### src/rtl/mc_main_ctrl.sv
// Multicycle MIPS main controller: state register plus decoded datapath/memory/ALU controls.
// Optional andi/ori support (zero-extended immediates) is enabled by defining MC_IMM_LOGIC_EN.
module mc_main_ctrl #(
  parameter int unsigned MEM_TIMEOUT = 0
) (
  input  logic       clk,
  input  logic       rst_n,
  input  logic [5:0] opcode,
  input  logic [5:0] funct,
  input  logic       zero,
  input  logic       mem_ready,
  output logic       pc_en,
  output logic       iord,
  output logic       mem_read,
  output logic       mem_write,
  output logic       ir_write,
  output logic       reg_dst,
  output logic       mem_to_reg,
  output logic       reg_write,
  output logic       alu_src_a,
  output logic [1:0] alu_src_b,
  output logic [1:0] pc_src,
  output logic [3:0] alu_control,
  output logic       ext_zero,
  output logic       illegal,
  output logic       bus_err
);

  localparam logic [3:0] ALU_AND = 4'b0000;
  localparam logic [3:0] ALU_OR  = 4'b0001;
  localparam logic [3:0] ALU_ADD = 4'b0010;
  localparam logic [3:0] ALU_SUB = 4'b0110;
  localparam logic [3:0] ALU_SLT = 4'b0111;
  localparam logic [3:0] ALU_SLL = 4'b1010;
  localparam logic [3:0] ALU_NOR = 4'b1100;

  localparam logic [7:0] TMO_LAST = 8'((MEM_TIMEOUT == 0) ? 0 : MEM_TIMEOUT - 1);

  typedef enum logic [3:0] {
    S_RST, S_FETCH, S_DECODE, S_MEMADR, S_MEMRD, S_MEMWB, S_MEMWR, S_RTYPE,
    S_ALUWB, S_BEQ, S_ADDI, S_ADDIWB, S_JUMP, S_ANDIEX, S_ORIEX
  } state_t;

  state_t     state;
  state_t     dec_next;
  logic [7:0] cnt;
  logic       in_wait, tmo, op_ok, r_ok;
  logic [3:0] r_alu;

  assign in_wait = (state == S_FETCH) || (state == S_MEMRD) || (state == S_MEMWR);
  // a ready in the timeout cycle still completes the access normally
  assign tmo = (MEM_TIMEOUT != 0) && in_wait && !mem_ready && (cnt == TMO_LAST);

  always_comb begin
    op_ok    = 1'b1;
    dec_next = S_FETCH;
    case (opcode)
      6'h23, 6'h2B: dec_next = S_MEMADR;
      6'h00:        dec_next = S_RTYPE;
      6'h04:        dec_next = S_BEQ;
      6'h08:        dec_next = S_ADDI;
      6'h02:        dec_next = S_JUMP;
`ifdef MC_IMM_LOGIC_EN
      6'h0C:        dec_next = S_ANDIEX;
      6'h0D:        dec_next = S_ORIEX;
`endif
      default:      op_ok    = 1'b0;
    endcase
  end

  always_comb begin
    r_ok  = 1'b1;
    r_alu = ALU_AND;
    case (funct)
      6'h20:   r_alu = ALU_ADD;
      6'h22:   r_alu = ALU_SUB;
      6'h24:   r_alu = ALU_AND;
      6'h25:   r_alu = ALU_OR;
      6'h27:   r_alu = ALU_NOR;
      6'h2A:   r_alu = ALU_SLT;
      6'h00:   r_alu = ALU_SLL;
      default: r_ok  = 1'b0;
    endcase
  end

  always_ff @(posedge clk) begin
    if (!rst_n) begin
      state <= S_RST;
      cnt   <= '0;
    end else begin
      cnt <= (in_wait && !mem_ready && !tmo) ? cnt + 8'd1 : 8'd0;
      case (state)
        S_RST:    state <= S_FETCH;
        S_FETCH:  if (mem_ready) state <= S_DECODE;
        S_DECODE: state <= dec_next;
        S_MEMADR: state <= (opcode == 6'h2B) ? S_MEMWR : S_MEMRD;
        S_MEMRD:  if (mem_ready) state <= S_MEMWB; else if (tmo) state <= S_FETCH;
        S_MEMWR:  if (mem_ready || tmo) state <= S_FETCH;
        S_RTYPE:  state <= r_ok ? S_ALUWB : S_FETCH;
        S_ADDI:   state <= S_ADDIWB;
`ifdef MC_IMM_LOGIC_EN
        S_ANDIEX: state <= S_ADDIWB;
        S_ORIEX:  state <= S_ADDIWB;
`endif
        default:  state <= S_FETCH;
      endcase
    end
  end

  always_comb begin
    pc_en       = 1'b0;
    iord        = 1'b0;
    mem_read    = 1'b0;
    mem_write   = 1'b0;
    ir_write    = 1'b0;
    reg_dst     = 1'b0;
    mem_to_reg  = 1'b0;
    reg_write   = 1'b0;
    alu_src_a   = 1'b0;
    alu_src_b   = 2'b00;
    pc_src      = 2'b00;
    alu_control = ALU_AND;
    ext_zero    = 1'b0;
    illegal     = 1'b0;
    bus_err     = 1'b0;
    case (state)
      S_FETCH: begin
        mem_read    = 1'b1;
        alu_src_b   = 2'b01;
        alu_control = ALU_ADD;
        ir_write    = mem_ready;
        pc_en       = mem_ready;
        bus_err     = tmo;
      end
      S_DECODE: begin
        alu_src_b   = 2'b11;
        alu_control = ALU_ADD;
        illegal     = !op_ok;
      end
      S_MEMADR, S_ADDI: begin
        alu_src_a   = 1'b1;
        alu_src_b   = 2'b10;
        alu_control = ALU_ADD;
      end
      S_MEMRD: begin
        iord     = 1'b1;
        mem_read = 1'b1;
        bus_err  = tmo;
      end
      S_MEMWB: begin
        mem_to_reg = 1'b1;
        reg_write  = 1'b1;
      end
      S_MEMWR: begin
        iord      = 1'b1;
        mem_write = 1'b1;
        bus_err   = tmo;
      end
      S_RTYPE: begin
        alu_src_a   = 1'b1;
        alu_control = r_alu;
        illegal     = !r_ok;
      end
      S_ALUWB: begin
        reg_dst   = 1'b1;
        reg_write = 1'b1;
      end
      S_BEQ: begin
        alu_src_a   = 1'b1;
        alu_control = ALU_SUB;
        pc_src      = 2'b01;
        pc_en       = zero;
      end
      S_ADDIWB: reg_write = 1'b1;
      S_JUMP: begin
        pc_src = 2'b10;
        pc_en  = 1'b1;
      end
`ifdef MC_IMM_LOGIC_EN
      S_ANDIEX, S_ORIEX: begin
        alu_src_a   = 1'b1;
        alu_src_b   = 2'b10;
        ext_zero    = 1'b1;
        alu_control = (state == S_ORIEX) ? ALU_OR : ALU_AND;
      end
`endif
      default: ;
    endcase
  end

endmodule

### config.mk
export PLATFORM = sky130hd
export DESIGN_NAME = mc_main_ctrl
export DESIGN_NICKNAME = d
export VERILOG_FILES = /design/src/rtl/mc_main_ctrl.sv
export SDC_FILE = /design/constraint.sdc
export NUM_CORES = 1
export LEC_CHECK = 0
export CORE_MARGIN = 2
export CORE_UTILIZATION = 37
export CTS_CLUSTER_SIZE = 28
export DETAILED_ROUTE_END_ITERATION = 10
export PLACE_DENSITY = 0.79
export SETUP_SLACK_MARGIN = 0.15
export SLEW_MARGIN = 0
export SYNTH_ARGS = -nofsm -noshare
export SYNTH_HDL_FRONTEND = slang
export SYNTH_SLANG_ARGS = --single-unit
### constraint.sdc
create_clock -name clk -period 1.2 [get_ports clk]
set_input_delay 0.12 -clock clk [delete_from_list [all_inputs] [get_ports clk]]
set_output_delay 0.12 -clock clk [all_outputs]
set_load 0.01 [all_outputs]
==> results.md, run 1 <==
* First-pass DRT Iterations at 5
* Total Power at 847 µW
* Biggest register: state
* Delay-heaviest family, CP: simple AND/OR/NAND/NOR gates
* Worst-Skew Late Latency at ~0.24 ns
* Number of global-route vias before repair at 1423
* Worst min-delay path class: in2reg
* Worst VDD drop at between 500 and 600 µV
* GP Congestion at about 0.82
* F_max at 616 MHz
* Finished Core Util at 95.7%
* Dpl cell area at between 1000 and 1500 µm²
* Kind of critical path: reg2out
* Port Buffers at 33
* Crit path depth at 5
* Async set-or-reset flop fraction in the synthesized netlist at 0%
* Vias per Instance at about 6.3
* Cts bufs inserted at 3
* Failing checks: setup timing
* CP max-delay cell: dfxtp_2
* Share of cells above drive strength 1 at 63.5%
* Fill count at 48
* Core Box Area at 2000 µm²
* Crit path buf inv count at 2
* CP required at around 1.1 ns
* Crit path max fanout at 2
* Final slew viol count at 0
* Max-cap violations at 0
* Non-filler instance count after layout at 230
* Lkg Pwr at just under 0.9 nW
* Antenna Cells at 0
* Number of cells after detailed placement at approximately 200
* Routed WL per cell at around 23 µm
* Largest register FFs at 4
* Clock root buffer: clkbuf_4
* Cell Pwr Density at 442 nW/µm²
* Post-route DRC at 0
* CP peak stage delay at between 0.3 and 0.4 ns
* Synth cell types at between 40 and 50
* Status: finished, violations left
* Cells on worst reg2reg path at 8
* # clock sinks at 4
* Worst-path clk slew at 0.04 ns
* First-pass GRT wire length at ~7000 µm
* GRT Total Usage at between 30% and 40%
* Starting Density at between 30% and 40%
* TritonCTS clock tree: yes
* Final period demand of the worst path at approximately 1.6 ns
* Final worst slack at -0.423 ns
* Biggest regs: state: 4 flops
* Hold Fails Final Rpt at 0
* Area Overhead vs Synth at 141%
* Yosys reg bits at 4
* Hold path depth at 2
* Worst setup EP type: output pin
* Post-DRT Antenna Nets at 0
* Synth warnings at 0
* Detailed Route Iter0 Violations at between 80 and 90
* DRT Wirelength at between 5000 and 6000 µm
* Arrival time at the worst endpoint at 1.50 ns
* DP Wirelength at roughly 2200 µm
* Cells after Synth at between 100 and 150
* Worst path cell trace: and2b_2 > buf_6 > and3_4 > a211o_1 > buf_2
* Final period utilization at 135%
* Post-synth EDFFs at 0
* Die ar. at 2530 µm²
* Max H-tree Level at 1
* Setup violations, final at 22
* Layout Nets at 220
* Max clock buf depth at 2
* Largest net degree at the start of global routing at 10
* # rows at 16
* Startpoint Class: flop
* Vias at about 1.5k
* Avg Cell Area, Syn at slightly below 7 µm²
* Width of the die at between 50 and 60 µm
* Clk_skew at 0.00122 ns
* I/O pins at 36
* Die Span Y at 50.3 µm
* Grt ovf at 0
* Hold slack final at approximately 0.64 ns
* RSZ-0062 raised after global routing: yes
* Antenna violations before repair at 0
* Final instance area at between 1500 and 2000 µm²
* Post-Synthesis Cell Area at 793 µm²
* Sequential share of the synthesized area at about 10%
* Top_reg_cell synth: dfxtp_1
==> stage by stage <==
| stage | TNS [ns] | setup WS [ns] |
|---|---|---|
| after floorplan | 0 | 0.0760 |
| after global placement | -8.86 | -0.768 |
| after detailed placement | -9.58 | -0.847 |
| after CTS | -4.67 | -0.365 |
| after global routing | -7.30 | -0.465 |
| final | -6.28 | -0.423 |
==> power by group <==
part / leakage (nW) / total [mW] / switching (mW) / internal, mW
combinational: 0.817 / 0.511 / 0.250 / 0.261
sequential: 0.0349 / 0.145 / 0.00850 / 0.137
clock: 0.0150 / 0.190 / 0.0646 / 0.125
total: 0.867 / 0.847 / 0.323 / 0.524
==> kinds of logic (layout without fill, tap and decap cells) <==
kind of cell / count (synthesis) / in the layout / synth area share [%]
AND/OR/NAND/NOR: 56 / 56 / 41.5
AO/OA/AOI/OAI: 33 / 33 / 29.3
buffers and inverters: 15 / 102 / 11.7
XOR/XNOR: 4 / 4 / 4.42
flip-flops: 4 / 4 / 10.1
multiplexers: 2 / 2 / 2.52
other: 1 / 2 / 0.473
==> worst reg2reg max path, stage by stage, from the launching register on <==
cell and delay, ns:
dfxtp_2 0.35, buf_12 0.14, buf_6 0.12, buf_4 0.13
and3b_1 0.19, a21oi_2 0.17, o22ai_1 0.15, a21oi_2 0.17
nor2b_1 0.06
==> per-layer routing <==
metal  vias to the layer above  global-route usage [%]  part of all wire, %
met5                         -                       0                    0
met4                         0                    22.1                  7.8
met3                        52                    6.55                  9.6
met2                       145                    65.6                   47
met1                       662                    41.2                   36
li1                        601                       -                    -
==> worst paths after layout <==
check,endpoint,slack (ns),start
min reg2reg,state[1],0.82,state[1]
max,pc_en,-0.42,state[3]
max reg2reg,state[2],-0.38,state[2]
min,state[2],0.64,rst_n
==> what timing repair did <==
action | CTS | global route
buffers inserted | 16 | 6
gates cloned | 1 | 0
endpoints found under the setup margin | 22 | 22
hold buffers | 0 | 0
resized for setup | 142 | 15
pin swaps | 19 | 13
==> cells in the mapped netlist, drive strengths merged, types with 2 or more instances <==
master	count	area [µm²]
nor4b	2	23.8
a31oi	3	18.8
xnor2	2	17.5
nor3	7	35.0
o21ai	8	40.0
nand2b	3	26.3
o21a	2	15.0
a31o	3	26.3
a21oi	6	30.0
nand3	5	30.0
o22ai	2	12.5
inv	4	15.0
mux2i	2	20.0
nor2	15	61.3
buf	10	73.8
xor2	2	17.5
nand2	7	26.3
and2b	2	15.0
and3	6	43.8
nand4b	3	26.3
dfxtp	4	80.1
==> placed cells by master (no fill, tap or decap), types with 2 or more instances in the layout <==
cell type / instances
inv_2: 2
clkdlybuf4s50_1: 5
nand3_1: 4
nand4b_1: 3
nor2_2: 2
buf_2: 10
and3_4: 3
o21a_1: 2
nand2_2: 2
o22ai_1: 2
nor3_2: 3
buf_8: 2
xor2_1: 2
buf_4: 38
nor3_1: 4
nand2b_4: 3
nor2_4: 6
dfxtp_4: 2
nand2_1: 4
a21oi_2: 6
buf_12: 5
conb_1: 2
dfxtp_2: 2
mux2i_1: 2
and3_1: 2
a31o_1: 2
o21ai_0: 7
buf_6: 23
a31oi_1: 3
nor2_1: 7
dlygate4sd2_1: 9
clkbuf_4: 3
==> final cells by class <==
class / instances / area (µm²) / share of cell area [%]
multi-input combinational: 97 / 845 / 44.1
timing repair buffer: 94 / 898 / 46.9
tap: 27 / 33.8 / 1.76
clock buffer: 4 / 26.3 / 1.37
sequential: 4 / 90.1 / 4.70
inverter: 4 / 22.5 / 1.18
(Power assumes the default switching activity.)
==> run 2: changes to the inputs <==
Settings changed: CORE_MARGIN 2 to 4.
==> run 2 against run 1 <==
The flow still finishes with violations (setup timing). Final cell count down 4.3%. Combinational power decreased by 12%. Clock-buffer cell count stayed put. Flip-flop and latch count is the same. Hold slack worse by 0.11 ns. Routed wire length is 23% lower. Total power fell by 7.2%. Setup slack better by 0.024 ns. Utilization fell by 9.7 points. Final area decreased by 10%. Via count shrank 12%. Clock power increased by 2%.
==> results.md, run 2 (same netlist as run 1, synthesis figures left out) <==
* Arrival time at the worst endpoint at 1.48 ns (-0.02 ns)
* First-pass GRT wire length at 4690 µm (-33%)
* Die Span Y at 54.3 µm (+8.0%)
* Largest register FFs at 4 (unchanged)
* Crit path max fanout at 3 (+1)
* Post-route DRC at 0 (unchanged)
* Fill count at 105 (+120%)
* Clock root buffer: clkbuf_4
* Worst setup EP type: output pin
* Hold Fails Final Rpt at 0 (unchanged)
* Cts bufs inserted at 3 (unchanged)
* RSZ-0062 raised after global routing: yes
* Routed WL per cell at 18.4 µm (-19%)
* Area Overhead vs Synth at 117%
* TritonCTS clock tree: yes
* Vias at 1292 (-12%)
* Hold slack final at 0.531 ns (-0.113 ns)
* Final instance area at 1720 µm² (-10%)
* Grt ovf at 0 (unchanged)
* Worst min-delay path class: in2reg
* Commonest non-fill, non-tap cell in the layout: buf_4
* Critical path capture point: illegal
* Number of global-route vias before repair at 1079 (-24%)
* Layout Nets at 210 (-4.5%)
* Antenna Cells at 0 (unchanged)
* CP required at 1.08 ns (about the same)
* Share of cells above drive strength 1 at 58.5% (-5.0 points)
* Hold_buf cts at 0 (unchanged)
* Non-filler instance count after layout at 220 (-4.3%)
* Final period utilization at 133% (-2.0 points)
* Max-cap violations at 0 (unchanged)
* Worst setup startpoint: state[3]
* I/O pins at 36 (unchanged)
* Max clock buf depth at 2 (unchanged)
* # clock sinks at 4 (unchanged)
* First-pass DRT Iterations at 4 (-1)
* Failing checks: setup timing
* Total Power at 785 µW (-7.2%)
* Startpoint Class: flop
* Port Buffers at 33 (unchanged)
* # rows at 16 (unchanged)
* Status: finished, violations left
* F_max at 626 MHz (+1.5%)
* Number of cells after detailed placement at 201 (-0.99%)
* Final slew viol count at 0 (unchanged)
* RR Endpoint: state[1]
* Dpl cell area at 1420 µm² (-1.9%)
* Clk_skew at 0.0105 ns (+0.00928 ns)
* Cell Pwr Density at 456 nW/µm² (+3.2%)
* GP Congestion at 0.824 (+0.39%)
* Final period demand of the worst path at 1.60 ns (-0.0241 ns)
* Biggest register: state
* Antenna violations before repair at 0 (unchanged)
* Vias per Instance at 5.87 (-7.5%)
* Worst R2R Start: state[3]
* Worst R2R Setup Slack at -0.38 ns (about the same)
* Lkg Pwr at 0.796 nW (-8.2%)
* Worst VDD drop at 474 µV (-14%)
* Setup violations, final at 22 (unchanged)
* Detailed Route Iter0 Violations at 43 (-52%)
* DRT Wirelength at 4060 µm (-23%)
* Biggest regs: state: 4 flops
* GRT Total Usage at 21.4% (-16 points)
* Cells on worst reg2reg path at 7 (-1)
* Starting Density at 39.6% (unchanged)
* Die ar. at 2950 µm² (+17%)
* DP Wirelength at 2070 µm (-6.8%)
* Width of the die at 54.3 µm (+8.0%)
* Post-DRT Antenna Nets at 0 (unchanged)
* Worst-path clk slew at 0.03 ns (about the same)
* Worst-Skew Late Latency at 0.25 ns (about the same)
* Core Box Area at 2000 µm² (unchanged)
* Final worst slack at -0.399 ns (+0.0241 ns)
* Kind of critical path: reg2out
* Commonest cells after routing, fill and taps aside: buf_4 (34), buf_6 (19), buf_2 (11), nor2_1 (7), dlygate4sd2_1 (7)
* Largest net degree at the start of global routing at 17 (+7)
* Max H-tree Level at 1 (unchanged)
-- run 2: cell count changes in the layout (fill, tap and decap cells not counted), moves of 2 or more --
cell | before | now
dlygate4sd2_1 | 9 | 7
a21oi_1 | 0 | 3
buf_12 | 5 | 2
dlymetal6s2s_1 | 1 | 3
buf_6 | 23 | 19
o21ai_1 | 1 | 3
o21ai_0 | 7 | 5
a21oi_2 | 6 | 3
buf_4 | 38 | 34
-- run 2: worst min-delay path by stage --
stage          startpoint       end  cells after the start
2_1_floorplan       rst_n  state[2]                      1
3_3_place_gp     state[2]  state[3]                      3
3_5_place_dp     state[2]  state[3]                      3
4_1_cts             rst_n  state[0]                      3
5_1_grt         opcode[1]  state[1]                      5
6_report        opcode[3]  state[2]                      6
-- run 2: metrics by stage --
stage | util (%) | TNS, ns | setup slack, ns
final | 86.0 | -5.19 | -0.399
after global routing | 86.0 | -6.12 | -0.462
after CTS | 76.3 | -4.65 | -0.367
after detailed placement | 70.7 | -9.64 | -0.803
after global placement | 70.7 | -9.11 | -0.765
after floorplan | - | 0 | 0.0760
-- run 2: area by class of cell --
cell class / instances / area, µm² / area share, %
Inverter: 4 / 20.0 / 1.16
Sequential cell: 4 / 92.6 / 5.38
Clock buffer: 4 / 26.3 / 1.53
Tap cell: 27 / 33.8 / 1.96
Multi-Input combinational cell: 97 / 801 / 46.5
Timing Repair Buffer: 84 / 748 / 43.5
-- run 2: where the power goes --
part	internal, mW	switching, mW
sequential	0.135	0.00718
combinational	0.234	0.215
clock	0.126	0.0685
total	0.494	0.291
-- run 2: repair_timing --
action                     in CTS  in global routing
buffers inserted                8                  7
setup endpoints to repair      22                 22
resized for setup              99                 44
pin swaps                      11                 12
-- run 2: critical path: stages (launching register included) --
cell and delay [ns]:
dfxtp_2 0.31, and2b_2 0.27, nand3_4 0.11, a21oi_1 0.14, o31ai_1 0.08, buf_4 0.14
nand2_1 0.05, buf_2 0.13
-- run 2: routing by layer --
layer / routed length [µm] / up-vias / track usage [%]
met5: 0 / - / 0
met4: 199 / 0 / 9.54
met3: 356 / 23 / 2.72
met2: 2020 / 75 / 37.1
met1: 1480 / 611 / 26.1
li1: - / 583 / -
==> run 3: changes to the inputs <==
Settings changed: RECOVER_POWER set to 25.
==> results of run 3 <==
Final layout, timing and power as in run 2 (identical DEF).
